**src/rtl/slave_fifo_pkg.sv**
```systemverilog
// Shared types and constants for the slave-FIFO stream-in controller.
// State encoding, default socket and active-low strobe levels.
package slave_fifo_pkg;

  typedef enum logic [2:0] {
    IDLE   = 3'd0,
    STREAM = 3'd1,
    FLUSH  = 3'd2,
    COMMIT = 3'd3,
    DONE   = 3'd4
  } state_e;

  localparam logic [1:0] SOCKET_DEF = 2'b10;

  localparam logic STROBE_ON  = 1'b0;
  localparam logic STROBE_OFF = 1'b1;

endpackage

```
**src/rtl/slave_fifo_stream_in_if.sv**
```systemverilog
// Slave-FIFO pin bundle between the stream-in controller and the bridge.
// master = controller side, slave = bridge side.
interface slave_fifo_stream_in_if #(
  parameter int BUS_W = 16
);

  logic [BUS_W-1:0] fdata;
  logic [1:0]       faddr;
  logic             slwr;
  logic             slrd;
  logic             sloe;
  logic             pktend;
  logic             flagd;

  modport master (
    output fdata,
    output faddr,
    output slwr,
    output slrd,
    output sloe,
    output pktend,
    input  flagd
  );

  modport slave (
    input  fdata,
    input  faddr,
    input  slwr,
    input  slrd,
    input  sloe,
    input  pktend,
    output flagd
  );

endinterface

```
**src/rtl/sync_fifo_buf.sv**
```systemverilog
// Small synchronous sample buffer with registered read data.
// A push on full is accepted when a pop happens in the same cycle.
module sync_fifo_buf
  import slave_fifo_pkg::*;
#(
  parameter int W     = 12,
  parameter int DEPTH = 16
) (
  input  logic         clk,
  input  logic         reset,
  input  logic         clr,
  input  logic         push,
  input  logic         pop,
  input  logic [W-1:0] wdata,
  output logic [W-1:0] rdata,
  output logic         full,
  output logic         empty
);

  localparam int AW = $clog2(DEPTH);

  logic [W-1:0] mem_q [DEPTH];
  logic [AW:0]  wptr_q, wptr_d;
  logic [AW:0]  rptr_q, rptr_d;
  logic [W-1:0] rdata_q, rdata_d;
  logic         do_push, do_pop;

  assign empty = (wptr_q == rptr_q);
  assign full  = (wptr_q[AW] != rptr_q[AW]) &&
                 (wptr_q[AW-1:0] == rptr_q[AW-1:0]);
  assign rdata = rdata_q;

  // Pointer advance and read-data capture; clear wins over everything.
  always_comb begin
    do_pop  = pop && !empty;
    do_push = push && (!full || do_pop);
    wptr_d  = wptr_q + {{AW{1'b0}}, do_push};
    rptr_d  = rptr_q + {{AW{1'b0}}, do_pop};
    rdata_d = do_pop ? mem_q[rptr_q[AW-1:0]] : rdata_q;
    if (clr) begin
      wptr_d = '0;
      rptr_d = '0;
    end
  end

  // Pointer and read-data registers.
  always_ff @(posedge clk or posedge reset) begin
    if (reset) begin
      wptr_q  <= '0;
      rptr_q  <= '0;
      rdata_q <= '0;
    end else begin
      wptr_q  <= wptr_d;
      rptr_q  <= rptr_d;
      rdata_q <= rdata_d;
    end
  end

  // Storage array; contents need no reset since pointers gate reads.
  always_ff @(posedge clk) begin
    if (do_push && !clr) begin
      mem_q[wptr_q[AW-1:0]] <= wdata;
    end
  end

endmodule

```
**src/rtl/slave_fifo_stream_in.sv**
```systemverilog
// ADC stream-in controller for the USB bridge slave FIFO.
// Buffers samples, packs bus words, and closes captures with pktend.
module slave_fifo_stream_in
  import slave_fifo_pkg::*;
#(
  parameter int         ADC_W     = 12,
  parameter int         BUS_W     = 16,
  parameter int         PKT_WORDS = 512,
  parameter int         BUF_DEPTH = 16,
  parameter logic [1:0] SOCKET    = SOCKET_DEF
) (
  input  logic                  clk,
  input  logic                  reset,
  input  logic                  sync,
  input  logic                  stop,
  input  logic [ADC_W-1:0]      adc_data,
  input  logic                  adc_valid,
  output logic                  busy,
  output logic                  done,
  output logic [15:0]           overflow_cnt,
  slave_fifo_stream_in_if.master fifo
);

  localparam int WCW = (PKT_WORDS > 1) ? $clog2(PKT_WORDS) : 1;
  localparam logic [WCW-1:0] WC_LAST = WCW'(PKT_WORDS - 1);

  state_e           state_q, state_d;
  logic [WCW-1:0]   word_cnt_q, word_cnt_d;
  logic [15:0]      ovf_q, ovf_d;
  logic             first_q, first_d;
  logic             pend_q, pend_d;
  logic [BUS_W-1:0] fdata_q, fdata_d;
  logic             slwr_q, slwr_d;
  logic             pktend_q, pktend_d;
  logic             done_q, done_d;
  logic             busy_q, busy_d;

  logic             buf_clr, buf_push, buf_pop;
  logic             buf_full, buf_empty;
  logic [ADC_W-1:0] buf_rdata;
  logic [BUS_W-1:0] word;
  logic             streaming, draining;

  assign streaming = (state_q == STREAM);
  assign draining  = streaming || (state_q == FLUSH);

  sync_fifo_buf #(
    .W     (ADC_W),
    .DEPTH (BUF_DEPTH)
  ) u_buf (
    .clk   (clk),
    .reset (reset),
    .clr   (buf_clr),
    .push  (buf_push),
    .pop   (buf_pop),
    .wdata (adc_data),
    .rdata (buf_rdata),
    .full  (buf_full),
    .empty (buf_empty)
  );

  // Next state, buffer control, word packing and counters.
  // A pop registers the sample; the following cycle drives it out.
  always_comb begin
    state_d    = state_q;
    word_cnt_d = word_cnt_q;
    ovf_d      = ovf_q;
    first_d    = first_q;
    fdata_d    = fdata_q;
    slwr_d     = STROBE_OFF;
    buf_clr    = 1'b0;
    word       = '0;

    buf_pop  = draining && !buf_empty && fifo.flagd;
    buf_push = streaming && adc_valid && (!buf_full || buf_pop);
    pend_d   = buf_pop;

    if (streaming && adc_valid && buf_full && !buf_pop &&
        ovf_q != 16'hFFFF) begin
      ovf_d = ovf_q + 16'd1;
    end

    if (pend_q) begin
      word[ADC_W-1:0] = buf_rdata;
      word[BUS_W-1]   = first_q;
      fdata_d         = word;
      slwr_d          = STROBE_ON;
      first_d         = 1'b0;
      word_cnt_d      = (word_cnt_q == WC_LAST) ? '0
                                                : word_cnt_q + 1'b1;
    end

    unique case (state_q)
      IDLE: begin
        if (sync) begin
          state_d    = STREAM;
          word_cnt_d = '0;
          ovf_d      = '0;
          first_d    = 1'b1;
          buf_clr    = 1'b1;
        end
      end
      STREAM: begin
        if (stop) state_d = FLUSH;
      end
      FLUSH: begin
        if (buf_empty && !pend_q) begin
          state_d = (word_cnt_d != '0) ? COMMIT : DONE;
        end
      end
      COMMIT:  state_d = DONE;
      DONE:    state_d = IDLE;
      default: state_d = IDLE;
    endcase

    pktend_d = (state_d == COMMIT) ? STROBE_ON : STROBE_OFF;
    done_d   = (state_d == DONE);
    busy_d   = (state_d != IDLE);
  end

  // State and output registers.
  always_ff @(posedge clk or posedge reset) begin
    if (reset) begin
      state_q    <= IDLE;
      word_cnt_q <= '0;
      ovf_q      <= '0;
      first_q    <= 1'b0;
      pend_q     <= 1'b0;
      fdata_q    <= '0;
      slwr_q     <= STROBE_OFF;
      pktend_q   <= STROBE_OFF;
      done_q     <= 1'b0;
      busy_q     <= 1'b0;
    end else begin
      state_q    <= state_d;
      word_cnt_q <= word_cnt_d;
      ovf_q      <= ovf_d;
      first_q    <= first_d;
      pend_q     <= pend_d;
      fdata_q    <= fdata_d;
      slwr_q     <= slwr_d;
      pktend_q   <= pktend_d;
      done_q     <= done_d;
      busy_q     <= busy_d;
    end
  end

  assign fifo.fdata   = fdata_q;
  assign fifo.faddr   = SOCKET;
  assign fifo.slwr    = slwr_q;
  assign fifo.slrd    = STROBE_OFF;
  assign fifo.sloe    = STROBE_OFF;
  assign fifo.pktend  = pktend_q;
  assign busy         = busy_q;
  assign done         = done_q;
  assign overflow_cnt = ovf_q;

endmodule
```
**src/flat_wrapper.sv**
```systemverilog
// flat-port wrapper written by rule: the top's interface ports become plain ports
module slave_fifo_stream_in_flat import slave_fifo_pkg::*;
#(
  parameter int         ADC_W     = 12,
  parameter int         BUS_W     = 16,
  parameter int         PKT_WORDS = 512,
  parameter int         BUF_DEPTH = 16,
  parameter logic [1:0] SOCKET    = SOCKET_DEF
)
  (clk, reset, sync, stop, adc_data, adc_valid, busy, done, overflow_cnt, fifo_fdata, fifo_faddr, fifo_slwr, fifo_slrd, fifo_sloe, fifo_pktend, fifo_flagd);
  slave_fifo_stream_in_if #(.BUS_W(BUS_W)) fifo_i ();
  input  logic clk;
  input  logic reset;
  input  logic sync;
  input  logic stop;
  input  logic [ADC_W-1:0] adc_data;
  input  logic adc_valid;
  output logic busy;
  output logic done;
  output logic [15:0] overflow_cnt;
  output wire logic [$bits(fifo_i.fdata)-1:0] fifo_fdata;
  output wire logic [$bits(fifo_i.faddr)-1:0] fifo_faddr;
  output wire logic [$bits(fifo_i.slwr)-1:0] fifo_slwr;
  output wire logic [$bits(fifo_i.slrd)-1:0] fifo_slrd;
  output wire logic [$bits(fifo_i.sloe)-1:0] fifo_sloe;
  output wire logic [$bits(fifo_i.pktend)-1:0] fifo_pktend;
  input wire logic [$bits(fifo_i.flagd)-1:0] fifo_flagd;
  assign fifo_fdata = fifo_i.fdata;
  assign fifo_faddr = fifo_i.faddr;
  assign fifo_slwr = fifo_i.slwr;
  assign fifo_slrd = fifo_i.slrd;
  assign fifo_sloe = fifo_i.sloe;
  assign fifo_pktend = fifo_i.pktend;
  assign fifo_i.flagd = fifo_flagd;
  slave_fifo_stream_in #(.ADC_W(ADC_W), .BUS_W(BUS_W), .PKT_WORDS(PKT_WORDS), .BUF_DEPTH(BUF_DEPTH), .SOCKET(SOCKET)) u_core (.clk(clk), .reset(reset), .sync(sync), .stop(stop), .adc_data(adc_data), .adc_valid(adc_valid), .busy(busy), .done(done), .overflow_cnt(overflow_cnt), .fifo(fifo_i));
endmodule
```
**config.mk**
```make
export PLATFORM = sky130hd
export DESIGN_NAME = slave_fifo_stream_in_flat
export DESIGN_NICKNAME = d
export VERILOG_FILES = /design/src/rtl/slave_fifo_pkg.sv /design/src/rtl/slave_fifo_stream_in_if.sv /design/src/rtl/sync_fifo_buf.sv /design/src/rtl/slave_fifo_stream_in.sv /design/src/flat_wrapper.sv
export SDC_FILE = /design/constraint.sdc
export NUM_CORES = 1
export LEC_CHECK = 0
export ABC_AREA = 1
export CAP_MARGIN = 20
export CORE_MARGIN = 3
export CORE_UTILIZATION = 30
export DETAILED_ROUTE_END_ITERATION = 12
export GPL_TIMING_DRIVEN = 1
export MAX_ROUTING_LAYER = met4
export SYNTH_ARGS = -nofsm -noshare
export SYNTH_HDL_FRONTEND = slang
export SYNTH_SLANG_ARGS = --single-unit
```
**constraint.sdc**
```tcl
create_clock -name clk -period 3.36 [get_ports clk]
set_input_delay 0.672 -clock clk [delete_from_list [all_inputs] [get_ports clk]]
set_output_delay 0.672 -clock clk [all_outputs]
set_load 0.01 [all_outputs]
```
==> reports/results.tsv, run 1 <==
metric	value	unit
wl	26.8	mm
power	9.21	mW
reg2reg_from	u_core.word_cnt_q[1]$_DFF_PP0_	
row_count	69	
drtIter0Drc	749	
die_area	0.0394	mm^2
powerDensity	703	mW/mm^2
run_status	complete, no violations	
final_cells	1553	
max_freq	406	MHz
ys_seq_area_frac	0.675	
drive_above_1_share	0.0870	
finalHoldViolCount	0	
yosys_warnings	0	
hp-start	u_core.fifo.fdata[11]$_DFFE_PP0P_	
grt_pass1_wl	41.2	mm
worstSetupPathType	reg2reg	
die_w	198	um
portBuffers	50	
finalSetupTns	0	ns
cts_hold_buffers	0	
end_kind	register	
root_buffer	clkbuf_16	
synth_edf_count	192	
cap_violations	0	
clock_latency	0.55	ns
cts_tree	built	
r2r_slack	0.90	ns
drtAntennaViolNets	0	
stdcell_area	0.0131	mm^2
drv_slew	0	
grt_pass1_vias	7186	
fp.dieH	198	um
whs	0.469	ns
fin_worst_skew	0.0160	ns
p_leak	4.88	nW
cts_made_buffers	28	
area_growth	17.9	%
timing.final.ws_setup	0.897	ns
cts.sinks	261	
htreeDepth	1	
critPathRequiredTime	3.79	ns
clkSlewWorstSetupHoldPaths	0.06	ns
reg2reg_to	u_core.busy$_DFF_PP0_	
arrival	2.89	ns
synth.distinct_cells	40	
cp_max_fo	6	
synth_area	0.0111	mm^2
fin_crit_sh	0.733	
post-place-ws	0.555	ns
io_pins	58	
globalplace.congestion	0.856	
vias	7523	
vias_per_cell	4.84	
async_flop_share	0.264	
dr.pass1.iters	5	
drc	0	
syn_inst	1016	
core	0.0360	mm^2
fin_util	0.364	
min_period	2.46	ns
avgSynthCellArea	10.9	um^2
rsz0062_at_grt	false	
setup_viol	0	
hold_path_class	reg2reg	
post_cts_buffers	0	
vdd_drop_max	0.375	mV
cts_buffer_depth	3	
grt_max_degree	99	
grt-ovfl-total	0	
numPlacedInstances	1502	
place_area	0.0122	mm^2
ys.flop_type	edfxtp_1	
r2r_cells	17	
wire_per_inst	17.2	um
finalNetCount	1096	
gr-usage-all-layers	0.138	
ys_ff_latch	261	
worstHoldPathCells	2	
cp-start-kind	register	
worst_slew_pin_slew	0.957	ns
whs_endpoint	u_core.fifo.fdata[11]$_DFFE_PP0P_	
diodes	0	
cts_resized	0	
relSlewSlack	0.362	
dp_hpwl	17.2	mm
start_util	0.309	
antenna_found_initial	0	
==> worst max-delay path, cell delays in order (launching register included) <==
cell and delay [ns]:
dfrtp_1 0.37, ha_1 0.19, nand2_1 0.06, nor2_1 0.15, nand2_1 0.07, nor3_1 0.18
ha_1 0.22, nand2_1 0.17, nand2_1 0.18, nor2_1 0.05, nor2_1 0.11, nand3_1 0.09
nor2_1 0.10, nand2_1 0.10, nand2_1 0.13, nand3_1 0.08, inv_1 0.06, nand2_1 0.05
==> synthesized netlist by cell type, types with 7 or more instances <==
master | number | area (um^2)
nor2_1 | 215 | 807
edfxtp_1 | 192 | 5770
nand2_1 | 120 | 450
o21ai_0 | 111 | 556
dfrtp_1 | 67 | 1680
inv_1 | 61 | 229
o211ai_1 | 48 | 360
nand3_1 | 32 | 160
clkbuf_1 | 24 | 90.1
a21oi_1 | 18 | 90.1
buf_2 | 18 | 90.1
o21ai_1 | 13 | 65.1
a31oi_1 | 12 | 75.1
nor3_1 | 12 | 60.1
buf_4 | 10 | 75.1
nand4_1 | 10 | 62.6
xor2_1 | 10 | 87.6
ha_1 | 7 | 87.6
==> placed cells by master, fill, tap and decap left out, types with 5 or more instances in the layout <==
cell type,instances
nor3_1,9
inv_1,60
o21ai_0,111
clkinv_2,6
nor2_1,215
clkinv_1,8
o211ai_1,48
ha_1,7
edfxtp_1,192
nand3_1,32
a31oi_1,12
nand2_1,120
buf_4,25
dfrtp_1,65
o21ai_1,13
bufinv_16,5
clkdlybuf4s50_1,50
conb_1,7
xor2_1,10
nand4_1,10
a21oi_1,18
clkbuf_16,28
==> power by group <==
group	internal [mW]	leakage, nW	switching, mW	total [mW]
Combinational	0.702	1.81	1.40	2.10
Sequential	3.75	2.61	0.199	3.95
Clock	1.91	0.463	1.25	3.16
Total	6.36	4.88	2.85	9.21
==> routing by layer <==
layer,global-route usage,up-vias,wire length [um]
met3,0.0222,42,1790
met2,0.207,234,11900
met1,0.201,3638,12500
li1,-,3609,-
met4,0.0263,0,578
met5,-,-,0
==> how the worst max path moves through the flow <==
stage / start / to / slack [ns]
global placement: fifo_flagd / u_core.u_buf.wptr_q[2]$_DFF_PP0_ / 0.56
detailed placement: fifo_flagd / u_core.u_buf.wptr_q[2]$_DFF_PP0_ / 0.55
global route: u_core.word_cnt_q[1]$_DFF_PP0_ / u_core.busy$_DFF_PP0_ / 0.53
finish: u_core.word_cnt_q[1]$_DFF_PP0_ / u_core.busy$_DFF_PP0_ / 0.90
floorplan: fifo_flagd / u_core.u_buf.mem_q[13][0]$_DFFE_PP_ / 0.79
CTS: u_core.word_cnt_q[1]$_DFF_PP0_ / u_core.busy$_DFF_PP0_ / 0.86
==> state kept, by name, indices dropped and copies added, names as in the netlist <==
name and cells:
u_core.first_q 1, u_core.fifo.fdata 13, u_core.state_q 3, u_core.u_buf.rptr_q 5
u_core.done 1, u_core.overflow_cnt 16, u_core.pend_q 1, u_core.u_buf.wptr_q 5
u_core.busy 1, u_core.word_cnt_q 9, u_core.fifo.pktend 1, u_core.u_buf.mem_q 192
u_core.fifo.slwr 1, u_core.u_buf.rdata 12
==> logic make-up (layout without fill, tap and decap cells) <==
group	count (synthesis)	in the layout	share of synthesized area
adders and majority gates	7	7	0.00788
other	2	7	0.000676
and+or+nand+nor	403	403	0.150
xor gates and xnor gates	11	11	0.00867
AOI/OAI and AO/OA	209	209	0.109
buffers and inverters	123	194	0.0492
DFF	261	261	0.675
==> final cells by class <==
cell class                      instances  area, um^2
Multi-Input combinational cell        637        3100
Tap cell                              461         577
Inverter                               66         250
Timing Repair Buffer                   77         728
Sequential cell                       261        7500
Fill cell                            3497       22900
Clock buffer                           31         712
Clock inverter                         20         235
Power figures use the tool's default switching activity.
==> run 2, diff against run 1 <==
==> constraint.sdc (replaced) <==
create_clock -name clk -period 2 [get_ports clk]
set_input_delay 0.4 -clock clk [delete_from_list [all_inputs] [get_ports clk]]
set_output_delay 0.4 -clock clk [all_outputs]
set_load 0.01 [all_outputs]
==> run 2 against run 1 <==
  * The run now ends with setup timing left
  * Fmax up 5.7%
  * Register-to-register slack worse by 1.2 ns
  * Non-clock buffer count rose by 94
  * Total power increased by 74%
  * Utilization increased by 3.1 points
  * Clock skew decreased by 0.00055 ns
  * Critical path depth stayed put
  * Sequential power increased by 66%
  * Sequential cell count stayed put
  * Critical endpoint is now u_core.state_q[1]$_DFF_PP0_
  * Highest routed layer unchanged
==> reports/results.tsv, run 2 (synthesis gave the netlist of run 1 again) <==
metric	value	unit	change
io_pins	58		unchanged
seq_power_share	0.409		-0.020
relSlewSlack	0.645		+0.283
cts_hold_buffers	0		unchanged
min_period	2.33	ns	-0.132 ns
cp-start-kind	register		
clock_latency	0.55	ns	about the same
drtAntennaViolNets	0		unchanged
cts_buffer_depth	3		unchanged
power	16.1	mW	+74%
diodes	0		unchanged
antenna_found_initial	0		unchanged
critPathRequiredTime	2.42	ns	-1.37 ns
finalHoldViolCount	0		unchanged
timing.final.ws_setup	-0.331	ns	-1.23 ns
wl	28.2	mm	+5.4%
die_w	198	um	unchanged
cts_tree	built		
grt_pass1_wl	42.6	mm	+3.4%
power_frac_comb	0.282		+0.054
hold_path_class	in2async		
row_count	69		unchanged
final_cell_mix	201 x nor2_1, 192 x edfxtp_1, 110 x nand2_1		
netSwitchingPower	5.04	mW	+77%
vias_per_cell	4.80		-0.90%
cap_violations	0		unchanged
worst_slew_pin_slew	0.532	ns	-0.425 ns
start_util	0.309		unchanged
drv_slew	0		unchanged
setup_viol	31		+31
mostFrequentLayoutCell	nor2_1		
internal_power	11.0	mW	+73%
cp_max_fo	3		-3
globalplace.congestion	0.824		-3.7%
grt_max_degree	91		-8.1%
wire_per_inst	17.2	um	-0.43%
die_area	0.0394	mm^2	unchanged
dr.pass1.iters	5		unchanged
max_freq	429	MHz	+5.7%
dp_hpwl	18.1	mm	+5.3%
grt_pass1_vias	7724		+7.5%
fin_util	0.395		+0.0310
cts.sinks	261		unchanged
run_status	finished, violations left		
switching_share	0.314		+0.00408
htreeDepth	1		unchanged
finalNetCount	1189		+8.5%
gr-usage-all-layers	0.142		+0.00414
root_buffer	clkbuf_16		
end_kind	register		
violations	setup timing		
arrival	2.75	ns	-0.14 ns
rsz0062_at_grt	true		
portBuffers	50		unchanged
fin_worst_skew	0.0154	ns	-0.000548 ns
drc	0		unchanged
vdd_drop_max	0.633	mV	+68%
grt-ovfl-total	0		unchanged
cts_made_buffers	27		-3.6%
powerDensity	1130	mW/mm^2	+61%
clkSlewWorstSetupHoldPaths	0.06	ns	about the same
p_clk_frac	0.309		-0.034
fin_crit_sh	1.17		+0.432
vias	7892		+4.9%
drtIter0Drc	648		-13%
fp.dieH	198	um	unchanged
core	0.0360	mm^2	unchanged
p_leak	5.41	nW	+11%
worstSetupPathType	reg2reg		
largest_reg_flops	192		unchanged
area_growth	28.0	%	
drive_above_1_share	0.196		+0.109
## run 2: cell count changes in the layout (fill, tap and decap cells not counted), sizes merged
cell           delta
buf              +90
clkbuf            +4
clkdlybuf4s50     -3
dlymetal6s2s      +3
bufinv            -2
clkinv            -2
clkinvlp          +1
## run 2: cell type report
class / instances / area [um^2]
multi-input cells: 637 / 3300
clock inverters: 17 / 170
flip-flops and latches: 261 / 7500
clock buffers: 31 / 691
well taps: 461 / 577
inverters: 66 / 259
repair buffers: 171 / 1720
fillers: 3477 / 21800
## run 2: path summary, 6_finish.rpt
kind                                                    from                                to  slack (ns)  cells past startpoint
setup / recovery              u_core.word_cnt_q[0]$_DFF_PP0_       u_core.state_q[1]$_DFF_PP0_       -0.33                     17
hold / removal                                         reset  u_core.fifo.fdata[6]$_DFFE_PP0P_        0.31                      3
setup reg to reg              u_core.word_cnt_q[0]$_DFF_PP0_       u_core.state_q[1]$_DFF_PP0_       -0.33                     17
hold reg to reg            u_core.u_buf.rdata[8]$_DFFE_PP0N_  u_core.fifo.fdata[8]$_DFFE_PP0P_        0.48                      2
max in group asynchronous                              reset  u_core.u_buf.rptr_q[1]$_DFF_PP0_        1.36                      3
min in group clk           u_core.u_buf.rdata[8]$_DFFE_PP0N_  u_core.fifo.fdata[8]$_DFFE_PP0P_        0.48                      2
## run 2: power groups by stage
stage / combinational [mW] / clock (mW) / sequential (mW)
detailed placement: 4.08 / 0 / 6.67
global placement: 4.05 / 0 / 6.66
CTS: 4.27 / 5.06 / 6.57
finish: 4.54 / 4.97 / 6.57
global route: 5.03 / 5.28 / 6.61
floorplan: 2.24 / 0 / 6.67
## run 2: worst max-delay path, cell delays in order, from the launching register on
cell	delay, ns
dfrtp_1	0.36
ha_2	0.20
nand2_2	0.05
nor2_2	0.11
nand2_1	0.07
nor3_2	0.21
ha_2	0.31
inv_2	0.05
nand2_2	0.04
nand2_2	0.09
nand3_2	0.06
nor2_1	0.11
nand3_1	0.08
nor2_1	0.11
nand2_1	0.10
nand2_2	0.10
buf_6	0.10
nand2_1	0.05
## run 2: routing by layer
layer | global-route usage | vias to the layer above | wire length [um] | share of wire
met1 | 0.187 | 3822 | 12400 | 0.44
met3 | 0.0247 | 42 | 1740 | 0.062
li1 | - | 3800 | - | -
met2 | 0.233 | 228 | 13500 | 0.48
met5 | - | - | 0 | 0
met4 | 0.0318 | 0 | 572 | 0.020
## run 2: metrics by stage
| stage | cells | TNS [ns] | hold WS (ns) | setup slack [ns] | instance area (um^2) |
|---|---|---|---|---|---|
| CTS | 1628 | -1.07 | 0.326 | -0.228 | 13900 |
| floorplan | 1021 | -11.92 | 0.446 | -0.169 | 11200 |
| detailed placement | 1573 | -55.16 | 0.461 | -0.317 | 12900 |
| global route | 1644 | -8.27 | 0.341 | -0.518 | 14200 |
| finish | 1644 | -2.64 | 0.315 | -0.331 | 14200 |
| global placement | 1573 | -58.00 | 0.459 | -0.337 | 12900 |
## run 2: timing repair
action | in CTS | in global routing
resized for setup | 11 | 55
pin swaps | 3 | 24
setup endpoints to repair | 80 | 216
setup buffers | 7 | 9
cloned | 0 | 7
==> run 3, diff against run 2 <==
--- a/config.mk
+++ b/config.mk
@@ -7,7 +7,6 @@
 export LEC_CHECK = 0
 export ABC_AREA = 1
 export CAP_MARGIN = 20
-export CORE_MARGIN = 3
 export CORE_UTILIZATION = 30
 export DETAILED_ROUTE_END_ITERATION = 12
 export GPL_TIMING_DRIVEN = 1
==> run 3 against run 2 <==
  * The run still ends with setup timing left
  * Cell count increased by 2.1%
  * Critical path depth unchanged
  * Setup slack improved by 0.032 ns
  * Clock power increased by 11%
  * Sequential share of layout area decreased by 1.5 points
  * Die area decreased by 4.0%
  * Combinational power increased by 4%
  * Non-clock buffer count increased by 22
  * Total power increased by 4.5%
==> reports/results.tsv, run 3 (synthesis gave the netlist of run 1 again) <==
metric	value	unit	change
drv_slew	0		unchanged
core	0.0365	mm^2	+1.4%
end_kind	register		
dp_hpwl	19.4	mm	+7.2%
largest_reg_flops	192		unchanged
cpPeakStageDelay	0.36	ns	about the same
finalSetupTns	-4.36	ns	-1.72 ns
wl	29.1	mm	+3.1%
grt_pass1_wl	44.5	mm	+4.3%
cp_slowest_cell	dfrtp_1		
internal_power	11.6	mW	+4.9%
p_leak	5.67	nW	+4.6%
finalNetCount	1213		+2.0%
reg2reg_from	u_core.word_cnt_q[1]$_DFF_PP0_		
cts_hold_buffers	0		unchanged
cp_max_fo	2		-1
mostFrequentLayoutCell	nor2_1		
critPathRequiredTime	2.50	ns	+0.08 ns
drc	0		unchanged
diodes	0		unchanged
globalplace.congestion	0.919		+12%
cts_tree	built		
grt_pass1_vias	7903		+2.3%
portBuffers	50		unchanged
die_w	194	um	-2.0%
dr.pass1.iters	5		unchanged
setup_viol	63		+100%
powerDensity	1150	mW/mm^2	+1.5%
start_util	0.304		-0.00441
cp_num_buf_inv	8		+6
r2r_cells	17		unchanged
clkSlewWorstSetupHoldPaths	0.07	ns	about the same
grt-ovfl-total	0		unchanged
row_count	70		+1.4%
wire_per_inst	17.3	um	+0.98%
grt_max_degree	45		-51%
crit_top_cell	buf_4		
worstSetupPathType	reg2reg		
drtAntennaViolNets	0		unchanged
netSwitchingPower	5.23	mW	+3.6%
cap_violations	0		unchanged
io_pins	58		unchanged
r2r_slack	-0.30	ns	+0.03 ns
fin_crit_sh	1.15		-0.0158
final_cell_mix	201 x nor2_1, 192 x edfxtp_1, 110 x nand2_1		
finalHoldViolCount	0		unchanged
antenna_found_initial	0		unchanged
whs	0.117	ns	-0.197 ns
cts_buffer_depth	3		unchanged
run_status	finished, violations left		
drive_above_1_share	0.212		+0.0161
die_area	0.0378	mm^2	-4.0%
fin_worst_skew	0.00993	ns	-0.00549 ns
seq_power_share	0.392		-0.017
min_period	2.30	ns	-0.0316 ns
p_clk_frac	0.328		+0.019
max_freq	435	MHz	+1.4%
arrival	2.80	ns	+0.05 ns
vdd_drop_max	0.598	mV	-5.4%
reg2reg_to	u_core.word_cnt_q[8]$_DFF_PP0_		
clock_latency	0.57	ns	+0.02 ns
rsz0062_at_grt	true		
switching_share	0.311		-0.00260
cp-start-kind	register		
timing.final.ws_setup	-0.299	ns	+0.0316 ns
area_growth	31.7	%	
power_frac_comb	0.281		about the same
vias	8004		+1.4%
violations	setup timing		
hold_path_class	in2async		
fin_util	0.401		+0.00570
root_buffer	clkbuf_16		
nFillCells	3428		-1.4%
critPathTopFamily	buffers and inverters		
htreeDepth	1		unchanged
fp.dieH	194	um	-2.0%
gr-usage-all-layers	0.156		+0.0142
vias_per_cell	4.77		-0.69%
cts_made_buffers	29		+7.4%
post-place-ws	-0.296	ns	+0.0213 ns
drtIter0Drc	693		+6.9%
critical_path.cell_chain	ha_2, nand2_2, nor2_4, nand2_2, nor3_4, ha_4, inv_2, nand2_2, nand2_2, buf_4, buf_4, buf_4, buf_4, buf_4, buf_4, buf_4, nor2_2		
cts.sinks	261		unchanged
==> run 3: cell types whose count changed in the layout (fill, tap and decap cells not counted), moves of 4 or more <==
cell	change
buf_4	+17
buf_6	+8
clkbuf_1	+4
nor2_2	-7
nor2_4	+7
==> run 3: what timing repair did <==
item | in CTS | in global routing
cloned | 2 | 6
resized for setup | 24 | 77
pin swaps | 8 | 27
setup endpoints to repair | 86 | 211
buffers inserted | 17 | 11
endpoints found under the hold margin | 0 | 0
==> run 3: final cells by class <==
type,count,area [um^2],area share
sequential,261,7500,0.512
multi-input combinational,637,3390,0.232
timing repair buffer,193,1910,0.130
clock buffer,39,795,0.0543
tap,468,586,0.0400
inverter,66,262,0.0179
clock inverter,15,191,0.0131
==> run 3: power by group through the flow <==
stage	combinational [mW]	clock [mW]	sequential, mW
6_report	4.71	5.50	6.57
5_1_grt	5.18	5.83	6.62
4_1_cts	4.41	5.63	6.57
3_5_place_dp	4.16	0	6.68
3_3_place_gp	4.11	0	6.67
2_1_floorplan	2.24	0	6.67
==> run 3: how the worst max path moves through the flow <==
stage / end / startpoint / depth (start not counted) / slack, ns
finish: u_core.word_cnt_q[8]$_DFF_PP0_ / u_core.word_cnt_q[1]$_DFF_PP0_ / 17 / -0.30
detailed placement: u_core.u_buf.mem_q[6][10]$_DFFE_PP_ / fifo_flagd / 8 / -0.30
CTS: u_core.busy$_DFF_PP0_ / u_core.word_cnt_q[1]$_DFF_PP0_ / 18 / -0.25
floorplan: u_core.u_buf.mem_q[10][0]$_DFFE_PP_ / u_core.state_q[2]$_DFF_PP0_ / 7 / -0.17
global route: u_core.busy$_DFF_PP0_ / u_core.word_cnt_q[0]$_DFF_PP0_ / 18 / -0.44
global placement: u_core.u_buf.mem_q[4][8]$_DFFE_PP_ / fifo_flagd / 9 / -0.31
==> run 3: per-layer routing <==
metal  GRT usage  routed length (um)
met1       0.210               13200
met2       0.242               13500
met3      0.0239                1490
met4      0.0503                 922
met5           -                   0
==> run 3: through the flow <==
step                cells  instance area, um^2  total power [mW]
floorplan            1021                11200              8.90
global placement     1590                13000              10.8
detailed placement   1590                13000              10.8
CTS                  1663                14200              16.6
global route         1679                14600              17.6
finish               1679                14600              16.8
